==> src/rtl/pll_lock_sequencer.sv <==
// PLL acquisition/lock-tracking sequencer: gates detector windows,
// debounces the per-window lock verdict and steps the coarse band on timeout.
module pll_lock_sequencer #(
    parameter int WIN_BITS    = 4,
    parameter int SETTLE_BITS = 8,
    parameter int CONSEC_BITS = 3,
    parameter int BAND_BITS   = 3
) (
    input  logic                   clock,
    input  logic                   reset,
    input  logic                   enable,
    input  logic [BAND_BITS-1:0]   bandInit,
    input  logic [SETTLE_BITS-1:0] settleCycles,
    input  logic [CONSEC_BITS-1:0] lockCount,
    input  logic [CONSEC_BITS-1:0] unlockCount,
    input  logic [7:0]             timeoutWindows,
    input  logic                   ldLocked,
    output logic                   ldDivideEnable,
    output logic [BAND_BITS-1:0]   bandSel,
    output logic                   bandStep,
    output logic                   pllLocked,
    output logic                   lossOfLock,
    output logic                   acqFail,
    output logic [2:0]             state
);

    typedef enum logic [2:0] {
        S_IDLE    = 3'd0,
        S_SETTLE  = 3'd1,
        S_ACQUIRE = 3'd2,
        S_LOCKED  = 3'd3,
        S_FAIL    = 3'd4
    } state_t;

    localparam logic [CONSEC_BITS-1:0] CONSEC_MAX = '1;
    localparam logic [BAND_BITS-1:0]   BAND_MAX   = '1;

    state_t                 cur_st, nxt_st;
    logic [WIN_BITS-1:0]    win_cnt;
    logic                   past_first;
    logic                   div_en, strobe;
    logic [SETTLE_BITS-1:0] settle_cnt, settle_nxt;
    logic [CONSEC_BITS-1:0] good_cnt, good_nxt, good_inc;
    logic [CONSEC_BITS-1:0] bad_cnt, bad_nxt, bad_inc;
    logic [CONSEC_BITS-1:0] lock_thr, unlock_thr;
    logic [7:0]             win_total, total_nxt, total_inc;
    logic [BAND_BITS-1:0]   band_q, band_nxt;
    logic                   step_q, step_nxt;
    logic                   lol_q, lol_nxt;
    logic                   fail_q, fail_nxt;

    assign div_en = (cur_st == S_ACQUIRE) || (cur_st == S_LOCKED);

    // First window after enable is skipped: detector has no verdict yet.
    assign strobe = div_en && (win_cnt == WIN_BITS'(1)) && past_first;

    assign lock_thr   = (lockCount == '0) ? CONSEC_BITS'(1) : lockCount;
    assign unlock_thr = (unlockCount == '0) ? CONSEC_BITS'(1) : unlockCount;

    assign good_inc  = (good_cnt == CONSEC_MAX) ? good_cnt : good_cnt + CONSEC_BITS'(1);
    assign bad_inc   = (bad_cnt == CONSEC_MAX) ? bad_cnt : bad_cnt + CONSEC_BITS'(1);
    assign total_inc = (win_total == 8'hff) ? win_total : win_total + 8'd1;

    always_ff @(posedge clock or negedge reset) begin
        if (!reset) begin
            win_cnt    <= '0;
            past_first <= 1'b0;
        end else if (!div_en) begin
            win_cnt    <= '0;
            past_first <= 1'b0;
        end else begin
            win_cnt <= win_cnt + WIN_BITS'(1);
            if (win_cnt == '1) past_first <= 1'b1;
        end
    end

    always_ff @(posedge clock or negedge reset) begin
        if (!reset) begin
            cur_st     <= S_IDLE;
            settle_cnt <= '0;
            good_cnt   <= '0;
            bad_cnt    <= '0;
            win_total  <= '0;
            band_q     <= '0;
            step_q     <= 1'b0;
            lol_q      <= 1'b0;
            fail_q     <= 1'b0;
        end else begin
            cur_st     <= nxt_st;
            settle_cnt <= settle_nxt;
            good_cnt   <= good_nxt;
            bad_cnt    <= bad_nxt;
            win_total  <= total_nxt;
            band_q     <= band_nxt;
            step_q     <= step_nxt;
            lol_q      <= lol_nxt;
            fail_q     <= fail_nxt;
        end
    end

    always_comb begin
        nxt_st     = cur_st;
        settle_nxt = settle_cnt;
        good_nxt   = good_cnt;
        bad_nxt    = bad_cnt;
        total_nxt  = win_total;
        band_nxt   = band_q;
        step_nxt   = 1'b0;
        lol_nxt    = 1'b0;
        fail_nxt   = fail_q;
        if (!enable) begin
            nxt_st = S_IDLE;
        end else begin
            unique case (cur_st)
                S_IDLE: begin
                    nxt_st     = S_SETTLE;
                    band_nxt   = bandInit;
                    settle_nxt = settleCycles;
                    fail_nxt   = 1'b0;
                end
                S_SETTLE: begin
                    if (settle_cnt == '0) begin
                        nxt_st    = S_ACQUIRE;
                        good_nxt  = '0;
                        bad_nxt   = '0;
                        total_nxt = '0;
                    end else begin
                        settle_nxt = settle_cnt - SETTLE_BITS'(1);
                    end
                end
                S_ACQUIRE: begin
                    if (strobe) begin
                        total_nxt = total_inc;
                        good_nxt  = ldLocked ? good_inc : '0;
                        // Lock qualification takes priority over timeout.
                        if (good_nxt >= lock_thr) begin
                            nxt_st = S_LOCKED;
                        end else if (timeoutWindows != 8'd0 &&
                                     total_nxt >= timeoutWindows) begin
                            if (band_q != BAND_MAX) begin
                                band_nxt   = band_q + BAND_BITS'(1);
                                step_nxt   = 1'b1;
                                settle_nxt = settleCycles;
                                nxt_st     = S_SETTLE;
                            end else begin
                                fail_nxt = 1'b1;
                                nxt_st   = S_FAIL;
                            end
                        end
                    end
                end
                S_LOCKED: begin
                    if (strobe) begin
                        bad_nxt = ldLocked ? '0 : bad_inc;
                        if (bad_nxt >= unlock_thr) begin
                            nxt_st    = S_ACQUIRE;
                            lol_nxt   = 1'b1;
                            good_nxt  = '0;
                            bad_nxt   = '0;
                            total_nxt = '0;
                        end
                    end
                end
                S_FAIL: begin
                    fail_nxt = 1'b1;
                end
                default: begin
                    nxt_st = S_IDLE;
                end
            endcase
        end
    end

    assign ldDivideEnable = div_en;
    assign pllLocked      = (cur_st == S_LOCKED);
    assign bandSel        = band_q;
    assign bandStep       = step_q;
    assign lossOfLock     = lol_q;
    assign acqFail        = fail_q;
    assign state          = cur_st;

endmodule

==> config.mk <==
export PLATFORM = sky130hd
export DESIGN_NAME = pll_lock_sequencer
export DESIGN_NICKNAME = d
export VERILOG_FILES = /design/src/rtl/pll_lock_sequencer.sv
export SDC_FILE = /design/constraint.sdc
export NUM_CORES = 1
export LEC_CHECK = 0
export BUFFER_PORTS_ARGS = -buffer_cell sky130_fd_sc_hd__buf_4
export CORE_ASPECT_RATIO = 1.5
export CORE_MARGIN = 10
export CORE_UTILIZATION = 45
export CTS_CLUSTER_DIAMETER = 150
export DETAILED_ROUTE_END_ITERATION = 7
export MAX_ROUTING_LAYER = met4
export PLACE_DENSITY = 0.74
export SYNTH_ARGS = -nofsm -noshare
export SYNTH_HDL_FRONTEND = slang
export SYNTH_SLANG_ARGS = --single-unit
==> constraint.sdc <==
create_clock -name clock -period 2.7 [get_ports clock]
set_input_delay 0.54 -clock clock [delete_from_list [all_inputs] [get_ports clock]]
set_output_delay 0.54 -clock clock [all_outputs]
set_load 0.02 [all_outputs]
==> run_results.csv, run 1 <==
group,metric,value,unit
run_status,status,"complete, but fails checks",
run_status,violations,"setup timing",
timing,setup_ws,-0.114,ns
global_route,grt_pass1_wl,10500,microns
timing,fin_crit,2.81,ns
pwr,switchingPower,0.369,mW
synthesis,avgSynthCellArea,8.86,sq um
critical_path,critPathMaxFanout,16,
critical_path,crit_required,2.88,ns
clocking,hold_buffers,0,
layout,layout-drive-gt1-share,30.9,%
routing,antenna_left,0,
layout,final_cells,416,
synthesis,yosysMostFrequentCell,"dfrtp_1",
clocking,h-tree-depth,2,
routing,drc_errors,0,
clocking,cts_buffer_depth,2,
critical_path,end_kind,"register",
synthesis,ys_types,50,
synthesis,synth_top_cell_by_area,"dfrtp_1",
clocking,cts_tree,"built",
placement,numPlacedInstances,409,
critical_path,worstSetupPathType,"register to register",
pwr,p_seq_share,49.9,%
routing,drt_pass1_iterations,4,
critical_path,crit_family,"compound AO/OA/AOI/OAI gates",
die,die_h,112,microns
global_route,grt_pass1_vias,2393,
synthesis,synthesis.nets,337,
global_route,antenna_found_initial,0,
pwr,clkPwrFrac,29.1,%
critical_path,crit_buf_inv,1,
timing,setup_violations,9,
routing,wl_per_cell,15.3,microns
synthesis,synthCells,285,
clocking,clkLatencyLatePin,0.29,ns
pwr,irDropWorstVdd,0.000292,V
timing,rsz0062_at_grt,"yes",
critical_path,path_common_cell,"o21a_1",
pwr,swShare,29.6,%
routing,num_vias,2391,
pwr,leakagePower,1.57,nW
synthesis,ys_seq_elements,36,
synthesis,ys_top_cells_by_count,"dfrtp_1 (36), nand2_1 (29), ha_1 (23)",
critical_path,crit_chain,"ha_2 -> and3_4 -> nand3_4 -> nand3_1 -> o21a_1 -> ha_1 -> o21a_1 -> a21oi_2 -> o31a_1 -> a221oi_4 -> buf_12 -> a21oi_1 -> o21bai_2",
placement,placement.io_buffers,39,
clocking,cts.sinks,36,
timing,fin_hold_ws,0.199,ns
clocking,cts_made_buffers,5,
timing,maxSlewHeadroom,67.4,%
pwr,power.density,376,nW/um^2
die,core,5450,sq um
global_route,grtUsageTotal,14.4,%
die,initial_core_util,46.3,%
global_route,overflow,0,
routing,drt_iter0_markers,113,
synthesis,synth-edff-count,0,
die,std_cell_rows,33,
hold_path,hold_path_class,"primary input to async pin",
timing,skew,0.00595,ns
pwr,p_int,0.875,mW
die,die_area,9070,sq um
synthesis,ys.flop_type,"dfrtp_1",
layout,nets,398,
clocking,clk_pin_slew,0.07,ns
die,pin_count,40,
timing,slew_viol_final,0,
layout,area_delta_synth_final,30.7,%
placement,gp_congestion,0.837,
placement,hpwlAfterDp,4860,microns
synthesis,ys_seq_area_share,35.7,%
synthesis,yosysTopAreaCellShare,35.7,%
job,max_cap_viol_count,0,
clocking,root_buffer,"clkbuf_8",
global_route,grt_start_max_net_pins,37,
synthesis,syn_area,2530,sq um
routing,drt-vias-per-instance,5.75,
pwr,comb_power_share,21.1,%
timing,worst_pin_slew,0.489,ns
timing,hold_viol_final,0,
critical_path,crit_path_max_incr_delay,0.39,ns
timing,clock.fmax,355,MHz
synthesis,netlist_top_cells_area,"dfrtp_1 (36%), ha_1 (11%), a21oi_1 (4.4%), nand2_1 (4.3%), nand3_1 (3.6%)",
synthesis,async_reset_ff_share,100,%
critical_path,cp_slowest_cell,"dfrtp_1",
critical_path,arrival,2.99,ns
routing,wirelength,6370,microns
layout,antenna_cells,0,
synthesis,synth_warnings,0,
critical_path,start_kind,"register",
timing,final.period_utilization,104,%
die,die_w,81.2,microns
[registers in the layout, summed over array words and instances, names as in the netlist]
register,flops
settle_cnt,8
win_total,8
win_cnt,4
bad_cnt,3
bandSel,3
good_cnt,3
state,3
acqFail,1
bandStep,1
lossOfLock,1
past_first,1
[final timing paths]
check / start / to / slack, ns / cells past startpoint
worst max-delay path: win_total[1] / settle_cnt[0] / -0.11 / 13
worst min-delay path: reset / bad_cnt[0] / 0.20 / 1
worst max register to register: win_total[1] / settle_cnt[0] / -0.11 / 13
worst min register to register: bad_cnt[2] / bad_cnt[2] / 0.51 / 2
max in group asynchronous: reset / bandSel[0] / 2.17 / 1
min in group clock: ldLocked / bad_cnt[2] / 0.50 / 2
[final cells by class]
cell class | instances | area [sq um]
fill | 480 | 2150
multi-input combinational | 222 | 1670
sequential | 36 | 901
timing repair buffer | 64 | 505
tap | 70 | 87.6
clock buffer | 6 | 72.6
inverter | 17 | 63.8
clock inverter | 1 | 5.00
[timing repair]
action / in CTS / in global routing
buffers inserted: 1 / 0
endpoints found under the setup margin: 15 / 27
resized for setup: 4 / 22
pin swaps: 5 / 6
[metal layers]
layer,GRT usage (%),part of all wire (%),vias to the layer above
met5,-,0,-
met1,14.9,37,1166
met3,2.50,3.1,19
met4,6.37,3.2,0
met2,25.4,56,55
li1,-,-,1151
[worst reg2reg max path, stage by stage (launching register included)]
cell and delay [ns]:
dfrtp_1 0.39, ha_2 0.19, and3_4 0.20, nand3_4 0.10, nand3_1 0.09, o21a_1 0.12, ha_1 0.28, o21a_1 0.15
a21oi_2 0.09, o31a_1 0.34, a221oi_4 0.31, buf_12 0.19, a21oi_1 0.07, o21bai_2 0.18
[logic make-up after synthesis]
kind of cell	after synthesis	synth area share [%]
simple gates	105	21.5
compound gates	80	21.4
flops	36	35.7
buf+inv	27	4.75
fa+ha+maj	23	11.4
mux	8	3.22
xor+xnor	6	2.08
[power by group through the flow]
stage               Clock, mW  Sequential, mW  Combinational [mW]
floorplan                   0           0.626               0.142
global placement            0           0.627               0.236
detailed placement          0           0.628               0.243
CTS                     0.373           0.618               0.245
global route            0.386           0.626               0.295
finish                  0.361           0.620               0.262
[layout by cell type (no fill, tap or decap), types with 3 or more instances in the layout]
cell,synthesis,routed
ha_1,23,19
o21a_1,6,6
a21oi_1,22,17
mux2i_1,7,7
nor3_1,3,3
and3_4,1,3
xor2_1,3,3
nor2_1,17,17
nand3_1,18,15
xnor2_1,3,3
clkbuf_8,0,5
dfrtp_1,36,36
and3_1,6,4
ha_2,0,3
a21o_1,4,4
nor4_1,5,4
nand2b_1,11,11
inv_1,17,17
o21ai_0,16,15
nand4_1,3,3
a22o_1,8,8
buf_4,0,62
a21oi_2,2,6
nand2_1,29,29
[metrics by stage]
step	utilization (%)	TNS (ns)	instance area, sq um	power (mW)	worst slack, ns
2_1_floorplan	-	-0.109	2560	0.767	-0.0602
3_3_place_gp	56.8	0	3100	0.863	0.00447
3_5_place_dp	56.8	-0.752	3100	0.872	-0.0759
4_1_cts	58.5	-0.393	3190	1.24	-0.0545
5_1_grt	60.6	-2.21	3300	1.31	-0.225
6_report	60.6	-0.490	3300	1.24	-0.114
(Power assumes the default switching activity.)
==> run 2, diff against run 1 <==
==> constraint.sdc (replaced) <==
create_clock -name clock -period 2.7 [get_ports clock]
set_input_delay 0.54 -clock clock [delete_from_list [all_inputs] [get_ports clock]]
set_output_delay 0.54 -clock clock [all_outputs]
set_load 0.1 [all_outputs]
==> run 2 against run 1 <==
The run still ends with setup timing left. Combinational power up 29%. Count of clock-buffer cells in the layout unchanged. Via count down 1.8%. Utilization up 2.4 points. Clock power up 12%. Hold slack better by 0.011 ns. Cell count up 1.4%.
==> run_results.csv, run 2 (synthesized netlist as in run 1, its figures left out) <==
group,metric,value,unit
global_route,grt_pass1_wl,10600,microns
timing,slew_viol_final,0,
die,initial_core_util,46.3,%
critical_path,critPathMaxFanout,8,
critical_path,crit_required,2.89,ns
placement,gp_congestion,0.859,
routing,drt_pass1_iterations,4,
timing,hold_viol_final,0,
die,die_area,9070,sq um
critical_path,end_kind,"register",
layout,mostFrequentLayoutCells,"buf_4 (65), dfrtp_1 (34), nand2_1 (25)",
layout,nets,403,
placement,post_dp_cell_area,3120,sq um
routing,drc_errors,0,
job,max_cap_viol_count,0,
clocking,h-tree-depth,2,
critical_path,worstSetupPathType,"register to register",
global_route,overflow,0,
timing,setup_ws,-0.0577,ns
die,die_h,112,microns
clocking,clkLatencyLatePin,0.29,ns
critical_path,r2r_cells,13,
routing,wirelength,6520,microns
placement,place_worst_setup_slack,-0.142,ns
placement,placement.io_buffers,39,
pwr,power.density,397,nW/um^2
timing,maxSlewHeadroom,67.9,%
layout,antenna_cells,0,
global_route,grtUsageMet3,3.14,%
layout,layout_commonest_cell,"buf_4",
pwr,irDropWorstVdd,0.000264,V
global_route,top_usage_layer,"met2",
clocking,cts.sinks,36,
hold_path,hold_path_class,"primary input to async pin",
clocking,cts_made_buffers,5,
routing,antenna_left,0,
timing,rsz0062_at_grt,"yes",
global_route,grt_pass1_vias,2396,
global_route,grt_start_max_net_pins,37,
routing,drt_iter0_markers,70,
die,core,5450,sq um
timing,tns,-0.176,ns
timing,setup_violations,8,
timing,fin_crit,2.76,ns
die,std_cell_rows,33,
routing,num_vias,2348,
clocking,root_buffer,"clkbuf_8",
placement,hpwlAfterDp,4850,microns
global_route,grtUsageTotal,14.8,%
layout,num-fill-cells,482,
die,die_w,81.2,microns
layout,layout-drive-gt1-share,36.4,%
die,pin_count,40,
clocking,cts_buffer_depth,2,
timing,worst_pin_slew,0.482,ns
global_route,antenna_found_initial,0,
clocking,clk_pin_slew,0.08,ns
layout,reg.largest.list,"settle_cnt (8), win_total (8), win_cnt (4)",
layout,area_delta_synth_final,36.0,%
timing,skew,0.0110,ns
layout,final_area,3430,sq um
routing,drt-vias-per-instance,5.56,
timing,final.period_utilization,102,%
pwr,leakagePower,1.59,nW
run_status,violations,"setup timing",
global_route,use_met1,14.6,%
critical_path,arrival,2.94,ns
timing,clock.fmax,363,MHz
global_route,use_met2,26.5,%
clocking,cts_tree,"built",
critical_path,start_kind,"register",
routing,wl_per_cell,15.4,microns
run_status,status,"complete, but fails checks",
## run 2: cell types whose count changed in the layout (fill, tap and decap cells not counted), sizes merged
cell | previous run | this run
inv | 17 | 16
buf | 64 | 69
clkinvlp | 0 | 1
clkinv | 1 | 2
## run 2: layout make-up
class | instances | area, sq um | area share [%]
repair buffers | 69 | 551 | 16.0
well taps | 70 | 87.6 | 2.55
inverters | 17 | 67.6 | 1.97
multi-input cells | 222 | 1730 | 50.5
flip-flops and latches | 36 | 903 | 26.3
clock buffers | 6 | 82.6 | 2.40
clock inverters | 2 | 10.0 | 0.291
## run 2: final timing paths
kind / start / endpoint / slack, ns
setup / recovery: win_total[1] / settle_cnt[0] / -0.06
hold / removal: reset / win_total[1] / 0.21
setup reg to reg: win_total[1] / settle_cnt[0] / -0.06
hold reg to reg: win_cnt[0] / win_cnt[0] / 0.50
max in group asynchronous: reset / state[2] / 2.13
min in group clock: ldLocked / bad_cnt[2] / 0.50
## run 2: worst max-delay path, cell delays in order (launching register included)
cell and delay [ns]:
dfrtp_1 0.39, ha_2 0.19, and3_4 0.16, nand3_4 0.11, nand3_1 0.10, o21a_1 0.16, ha_4 0.28, o21a_1 0.14
a21oi_2 0.07, o31a_1 0.28, a221oi_4 0.36, buf_12 0.18, a21oi_2 0.05, o21bai_4 0.16
## run 2: repair_timing
item,4_1_cts,5_1_grt
hold buffers,0,0
resized for setup,12,29
buffers inserted,4,3
gates cloned,1,0
pin swaps,6,13
setup endpoints to repair,14,27
## run 2: stage by stage
step / total power, mW / std cells / util [%] / hold WS, ns
floorplan: 0.812 / 285 / - / 0.244
global placement: 0.910 / 407 / 57.3 / 0.479
detailed placement: 0.920 / 407 / 57.3 / 0.483
CTS: 1.35 / 420 / 60.7 / 0.224
global route: 1.44 / 422 / 63.0 / 0.232
finish: 1.37 / 422 / 63.0 / 0.210
## run 2: layer usage
layer	part of all wire [%]	routed length, microns
met2	54	3520
met4	2.6	172
met1	41	2670
met3	2.5	160
met5	0	0
## run 2: power by group
group	switching (mW)	internal [mW]	leakage (nW)	total, mW
Combinational	0.197	0.140	1.07	0.337
Sequential	0.0502	0.574	0.467	0.624
Clock	0.200	0.204	0.0510	0.404
